--- src/rtl/clz_norm_pkg.sv ---
// Shared constants, result record and arbiter mask helper for the CLZ/normalize block.
package clz_norm_pkg;
    localparam int DATA_W   = 32;
    localparam int LZ_W     = 6;
    localparam int MAX_REQ  = 8;
    localparam int MAX_ID_W = 3;

    typedef struct packed {
        logic [MAX_ID_W-1:0] id;
        logic [LZ_W-1:0]     lz;
        logic [DATA_W-1:0]   mant;
        logic                zero;
    } norm_result_t;

    // Keeps only the requests at or above the round-robin pointer.
    function automatic logic [MAX_REQ-1:0] mask_rotate(input logic [MAX_REQ-1:0] req,
                                                       input logic [MAX_ID_W-1:0] ptr);
        return req & ({MAX_REQ{1'b1}} << ptr);
    endfunction
endpackage

--- src/rtl/lzc32.sv ---
// 32-bit leading-zero counter; an all-zero input reports 32.
module lzc32 (
    input  logic [31:0] i_data,
    output logic [5:0]  o_lz
);
    always_comb begin
        o_lz = 6'd32;
        for (int i = 0; i < 32; i++)
            if (i_data[i]) o_lz = 6'(31 - i);
    end
endmodule

--- src/rtl/rr_arbiter.sv ---
// Round-robin grant over NREQ requesters; pointer moves past the winner on each transfer.
// CLZ_NORM_ARB_PRIO0_EN gives requester 0 strict priority without moving the pointer.
module rr_arbiter
    import clz_norm_pkg::*;
#(
    parameter int NREQ = 4,
    parameter int ID_W = 2
) (
    input  logic            clk,
    input  logic            rst,
    input  logic            i_en,
    input  logic [NREQ-1:0] i_req,
    output logic [NREQ-1:0] o_grant,
    output logic [ID_W-1:0] o_id
);
    logic [ID_W-1:0]    r_ptr;
    logic [MAX_REQ-1:0] w_rr_req;
    logic [MAX_REQ-1:0] w_masked;
    logic [MAX_REQ-1:0] w_pick_src;
    logic [ID_W-1:0]    w_rr_id;
    logic               w_prio0;

    always_comb begin
        w_rr_req = MAX_REQ'(i_req);
`ifdef CLZ_NORM_ARB_PRIO0_EN
        w_rr_req[0] = 1'b0;
        w_prio0     = i_req[0];
`else
        w_prio0     = 1'b0;
`endif
        // Fall back to the unmasked set to wrap around past the top requester.
        w_masked   = mask_rotate(w_rr_req, MAX_ID_W'(r_ptr));
        w_pick_src = (w_masked != '0) ? w_masked : w_rr_req;
        w_rr_id    = '0;
        for (int i = MAX_REQ - 1; i >= 0; i--)
            if (w_pick_src[i]) w_rr_id = ID_W'(i);
        o_id    = w_prio0 ? '0 : w_rr_id;
        o_grant = (i_en && (i_req != '0)) ? (NREQ'(1) << o_id) : '0;
    end

    always_ff @(posedge clk) begin
        if (rst)
            r_ptr <= '0;
        else if ((o_grant != '0) && !w_prio0)
            r_ptr <= (o_id == ID_W'(NREQ - 1)) ? '0 : ID_W'(o_id + 1'b1);
    end
endmodule

--- src/rtl/clz_norm_arbiter.sv ---
// Shared leading-zero count / normalize unit behind a round-robin arbiter, two-stage pipeline.
// Define CLZ_NORM_ARB_PRIO0_EN to give requester 0 strict priority.
module clz_norm_arbiter
    import clz_norm_pkg::*;
#(
    parameter int NREQ = 4,
    parameter int ID_W = 2
) (
    input  logic                   clk,
    input  logic                   rst,
    input  logic [NREQ-1:0]        req_valid,
    input  logic [NREQ*DATA_W-1:0] req_data,
    output logic [NREQ-1:0]        req_ready,
    output logic                   out_valid,
    input  logic                   out_ready,
    output logic [ID_W-1:0]        out_id,
    output logic [LZ_W-1:0]        out_lz,
    output logic [DATA_W-1:0]      out_mant,
    output logic                   out_zero
);
    logic              r_s1_v;
    logic [DATA_W-1:0] r_s1_data;
    logic [ID_W-1:0]   r_s1_id;
    logic              r_s2_v;
    norm_result_t      r_s2;

    logic              w_s1_adv;
    logic              w_s2_adv;
    logic [NREQ-1:0]   w_grant;
    logic [ID_W-1:0]   w_grant_id;
    logic [DATA_W-1:0] w_sel_data;
    logic [LZ_W-1:0]   w_lz;

    assign w_s2_adv = !r_s2_v || out_ready;
    assign w_s1_adv = !r_s1_v || w_s2_adv;

    // Grants are suppressed during reset so nothing is accepted in that cycle.
    rr_arbiter #(
        .NREQ (NREQ),
        .ID_W (ID_W)
    ) u_arb (
        .clk     (clk),
        .rst     (rst),
        .i_en    (w_s1_adv && !rst),
        .i_req   (req_valid),
        .o_grant (w_grant),
        .o_id    (w_grant_id)
    );

    assign req_ready  = w_grant;
    assign w_sel_data = req_data[int'(w_grant_id) * DATA_W +: DATA_W];

    always_ff @(posedge clk) begin
        if (rst) begin
            r_s1_v    <= 1'b0;
            r_s1_data <= '0;
            r_s1_id   <= '0;
        end else if (w_s1_adv) begin
            r_s1_v <= (w_grant != '0);
            if (w_grant != '0) begin
                r_s1_data <= w_sel_data;
                r_s1_id   <= w_grant_id;
            end
        end
    end

    lzc32 u_lzc (
        .i_data (r_s1_data),
        .o_lz   (w_lz)
    );

    // A shift by 32 yields zero, which covers the all-zero operand.
    always_ff @(posedge clk) begin
        if (rst) begin
            r_s2_v <= 1'b0;
            r_s2   <= '0;
        end else if (w_s2_adv) begin
            r_s2_v <= r_s1_v;
            if (r_s1_v) begin
                r_s2.id   <= MAX_ID_W'(r_s1_id);
                r_s2.lz   <= w_lz;
                r_s2.mant <= r_s1_data << w_lz;
                r_s2.zero <= (r_s1_data == '0);
            end
        end
    end

    assign out_valid = r_s2_v;
    assign out_id    = ID_W'(r_s2.id);
    assign out_lz    = r_s2.lz;
    assign out_mant  = r_s2.mant;
    assign out_zero  = r_s2.zero;
endmodule
--- config.mk ---
export PLATFORM = sky130hd
export DESIGN_NAME = clz_norm_arbiter
export DESIGN_NICKNAME = d
export VERILOG_FILES = /design/src/rtl/clz_norm_pkg.sv /design/src/rtl/lzc32.sv /design/src/rtl/rr_arbiter.sv /design/src/rtl/clz_norm_arbiter.sv
export SDC_FILE = /design/constraint.sdc
export NUM_CORES = 1
export LEC_CHECK = 0
export CAP_MARGIN = 20
export CELL_PAD_IN_SITES_DETAIL_PLACEMENT = 0
export CELL_PAD_IN_SITES_GLOBAL_PLACEMENT = 1
export CORE_ASPECT_RATIO = 0.8
export CORE_MARGIN = 2
export CORE_UTILIZATION = 31
export DETAILED_ROUTE_END_ITERATION = 8
export GPL_TIMING_DRIVEN = 0
export HOLD_SLACK_MARGIN = 0.08
export MAX_ROUTING_LAYER = met4
export PLACE_DENSITY = 0.83
export REMOVE_ABC_BUFFERS = 1
export SLEW_MARGIN = 10
export SYNTH_ARGS = -nofsm -noshare
export SYNTH_HDL_FRONTEND = slang
export SYNTH_HIERARCHICAL = 1
export SYNTH_SLANG_ARGS = --single-unit
--- constraint.sdc ---
create_clock -name clk -period 8 [get_ports clk]
set_input_delay 2 -clock clk [delete_from_list [all_inputs] [get_ports clk]]
set_output_delay 2 -clock clk [all_outputs]
set_load 0.05 [all_outputs]
==> metrics.csv <==
stage,metric,value,unit
status,outcome,"complete, no violations",
global_routing,vias in the first global route,5580,
critical_path,slowest CP cell,clkdlybuf4s50_1,
yosys,Most used DFF post-synth,dfxtp_1,
min_path,Min-Delay Startpoint,out_zero,
clock_tree,# clock sinks,79,
min_path,worst min path class,reg2reg,
yosys,Post-synth ARST share,0,%
routing,DRT antenna net count,0,
timing,Max Transition Viols Final,0,
yosys,Netlist Area Pre-Place,5930,sq um
clock_tree,CTS Hold Bufs,0,
placed_design,Routability Congestion,0.881,
floorplanning,Die Y,128,um
global_routing,GRT Residual Overflow,0,
yosys,"Warnings, synthesis",6,
critical_path,crit path kind,in2out,
global_routing,initial antenna violation count,0,
routing,Via-to-Cell Ratio,5.52,
cells_and_area,"commonest non-fill, non-tap cell in the layout",clkdlybuf4s50_1,
yosys,#FFs+latches synth,79,
clock_tree,H-tree Lvls,3,
global_routing,largest net degree at the start of global routing,77,
clock_tree,Root Driver,clkbuf_16,
timing,Worst-Margin Slew,1100,ps
global_routing,global-route wire length before repair,29400,um
cells_and_area,Final nets,922,
placed_design,# port buffers,180,
timing,Max-Slew Margin vs Limit,26.3,%
critical_path,"delay-heaviest family, CP",buffers and inverters,
critical_path,CP arrival,4860,ps
cells_and_area,layout cells sized above 1,16.1,%
cells_and_area,post-route cell area,8320,sq um
routing,drt drc,0,
floorplanning,total I/O pin count,181,
yosys,"Seq/Total Area, Yosys",26.7,%
min_path,worst hold endpoint,out_zero,
yosys,Post-synth EDFFs,0,
floorplanning,die area,20300,sq um
power_and_ir_drop,Max VDD drop,0.157,mV
cells_and_area,diode count,0,
power_and_ir_drop,LEAKAGE,2.82,nW
routing,per-cell routed wire length,17.2,um
routing,1st-iter DRT viols,419,
critical_path,CP Data Required Time,6000,ps
floorplanning,Core Region,18900,sq um
placed_design,Post-Place Setup Slack,1130,ps
floorplanning,Die W,159,um
critical_path,RR Endpoint,out_mant[18],
clock_tree,setup bufs post-CTS,0,
floorplanning,row count,45,
critical_path,R2R Setup Slk,3790,ps
timing,Final setup viols,0,
critical_path,cells on worst reg2reg path,11,
critical_path,critical path cell sequence,clkdlybuf4s50_1 -> a21o_2 -> a21oi_1 -> o22ai_1 -> inv_2 -> ha_1 -> and2_2 -> clkdlybuf4s50_1,
run,Max Cap Viol,0,
timing,maximum clock rate,146,MHz
timing,"Hold Vio Cnt, Final",0,
cells_and_area,most frequent cells in the layout,"179 x clkdlybuf4s50_1, 119 x nand2_1, 79 x dfxtp_1",
critical_path,"Top cell by count, worst path",clkdlybuf4s50_1,
timing,RSZ-0062 raised after global routing,no,
critical_path,worst path bufs/invs,3,
clock_tree,clk buf depth,2,
clock_tree,CTS tree,done,
critical_path,r2r startpoint,r_s1_data[0],
min_path,hold depth,2,
critical_path,Critical Path Sink Type,output port,
yosys,synth unique cells,58,
power_and_ir_drop,overall power,2.83,mW
critical_path,CP Launch Type,input pin,
power_and_ir_drop,pwr dens,340,nW/um^2
timing,Clock Skew,5.76,ps
timing,setup slack after layout,1140,ps
cells_and_area,Layout area overhead,40.2,%
yosys,Avg Synthesized Cell Area,9.39,sq um
floorplanning,initial core utilization,31.5,%
yosys,Synth area leader,dfxtp_1,
placed_design,post-DP HPWL,13600,um
global_routing,Global Route Usage Sum,18.9,%
yosys,top cells by area in the synthesized netlist,"dfxtp_1 27%, mux4_2 26%, nand2_1 7.6%",
critical_path,Crit Path Max Fanout,35,
routing,final wirelength,18000,um
yosys,Syn Inst Count,632,
critical_path,CP peak stage delay,820,ps
yosys,Synth top area share,26.7,%
clock_tree,"CTS clk-pin slew, worst paths",60,ps
clock_tree,Worst-Skew Late Latency,340,ps
placed_design,DP Area,7990,sq um
timing,crit path time final,6860,ps
routing,number of iterations in the first detailed-routing pass,5,
clock_tree,number of CTS-inserted buffers,9,
routing,via count,5771,
clock_tree,PostCTS Resize Cnt,0,
timing,period utilization,85.8,%
cells_and_area,Final Core Density,44.1,%
[cells in the mapped netlist (all sizes together), types with 8 or more instances]
cell      n
nor2     39
dfxtp    79
and2      8
mux4     72
a22oi    20
nand3     8
nor3     11
nor4     18
inv      13
o21ai    15
clkbuf   29
nand2   120
mux2     12
buf      21
mux2i    18
a21oi    71
[state kept, by name (all words and copies together), names as in the netlist]
register,count
out_id,2
out_lz,6
out_mant,32
out_valid,1
out_zero,1
r_s1_data,32
r_s1_id,2
r_s1_v,1
u_arb/r_ptr,2
[per-layer routing]
metal  track usage, %  part of all wire, %  routed length (um)
met2             28.7                   47                8400
met5                -                    0                   0
met4             4.61                  1.2                 223
met3             3.85                  7.5                1350
met1             25.9                   45                8050
[through the flow]
stage               std cells  TNS [ps]  hold slack, ps
floorplan                 581    -47550             426
global placement         1019   -200590             441
detailed placement       1029         0             447
CTS                      1045         0             455
global route             1046         0             467
finish                   1046         0             452
[cells by family (layout without fill, tap and decap cells)]
| family | count (synthesis) | in the layout | synth area share [%] |
|---|---|---|---|
| muxes | 102 | 102 | 32.8 |
| DFF | 79 | 79 | 26.7 |
| and+or+nand+nor | 228 | 228 | 17.3 |
| buffers and inverters | 65 | 221 | 5.82 |
| adders and majority gates | 4 | 4 | 0.844 |
| AOI/OAI and AO/OA | 154 | 154 | 16.5 |
[worst max-delay path by stage]
| stage | startpoint | end | slack (ps) | cells after the start |
|---|---|---|---|---|
| finish | req_valid[0] | req_ready[2] | 1140 | 8 |
| global route | req_valid[0] | req_ready[3] | 970 | 8 |
| CTS | req_valid[0] | req_ready[2] | 1110 | 8 |
| detailed placement | req_valid[0] | req_ready[2] | 1130 | 8 |
| global placement | req_valid[1] | req_ready[0] | -4320 | 8 |
| floorplan | req_valid[1] | req_ready[0] | -1600 | 6 |
[worst reg2reg max path, cell delays in order, from the launching register on]
cell and delay, ps:
dfxtp_1 630, nor3b_1 250, nor3_1 80, o31ai_1 270, o2111ai_1 290, a221oi_4 720, buf_8 250, buf_8 190
mux4_2 600, mux4_2 500, a222oi_1 230, nor2_1 60
[area by class of cell]
| class | count | area, sq um |
|---|---|---|
| clock inverters | 5 | 82.6 |
| well taps | 258 | 323 |
| fillers | 1863 | 10500 |
| flip-flops and latches | 79 | 1580 |
| inverters | 14 | 52.6 |
| multi-input cells | 488 | 4070 |
| clock buffers | 11 | 233 |
| repair buffers | 191 | 1970 |
[report_power, final]
part | leakage [nW] | total [mW] | switching, mW | internal, mW
Combinational | 2.02 | 1.80 | 0.948 | 0.850
Clock | 0.154 | 0.436 | 0.162 | 0.274
Sequential | 0.644 | 0.597 | 0.132 | 0.465
Power figures use the tool's default switching activity.
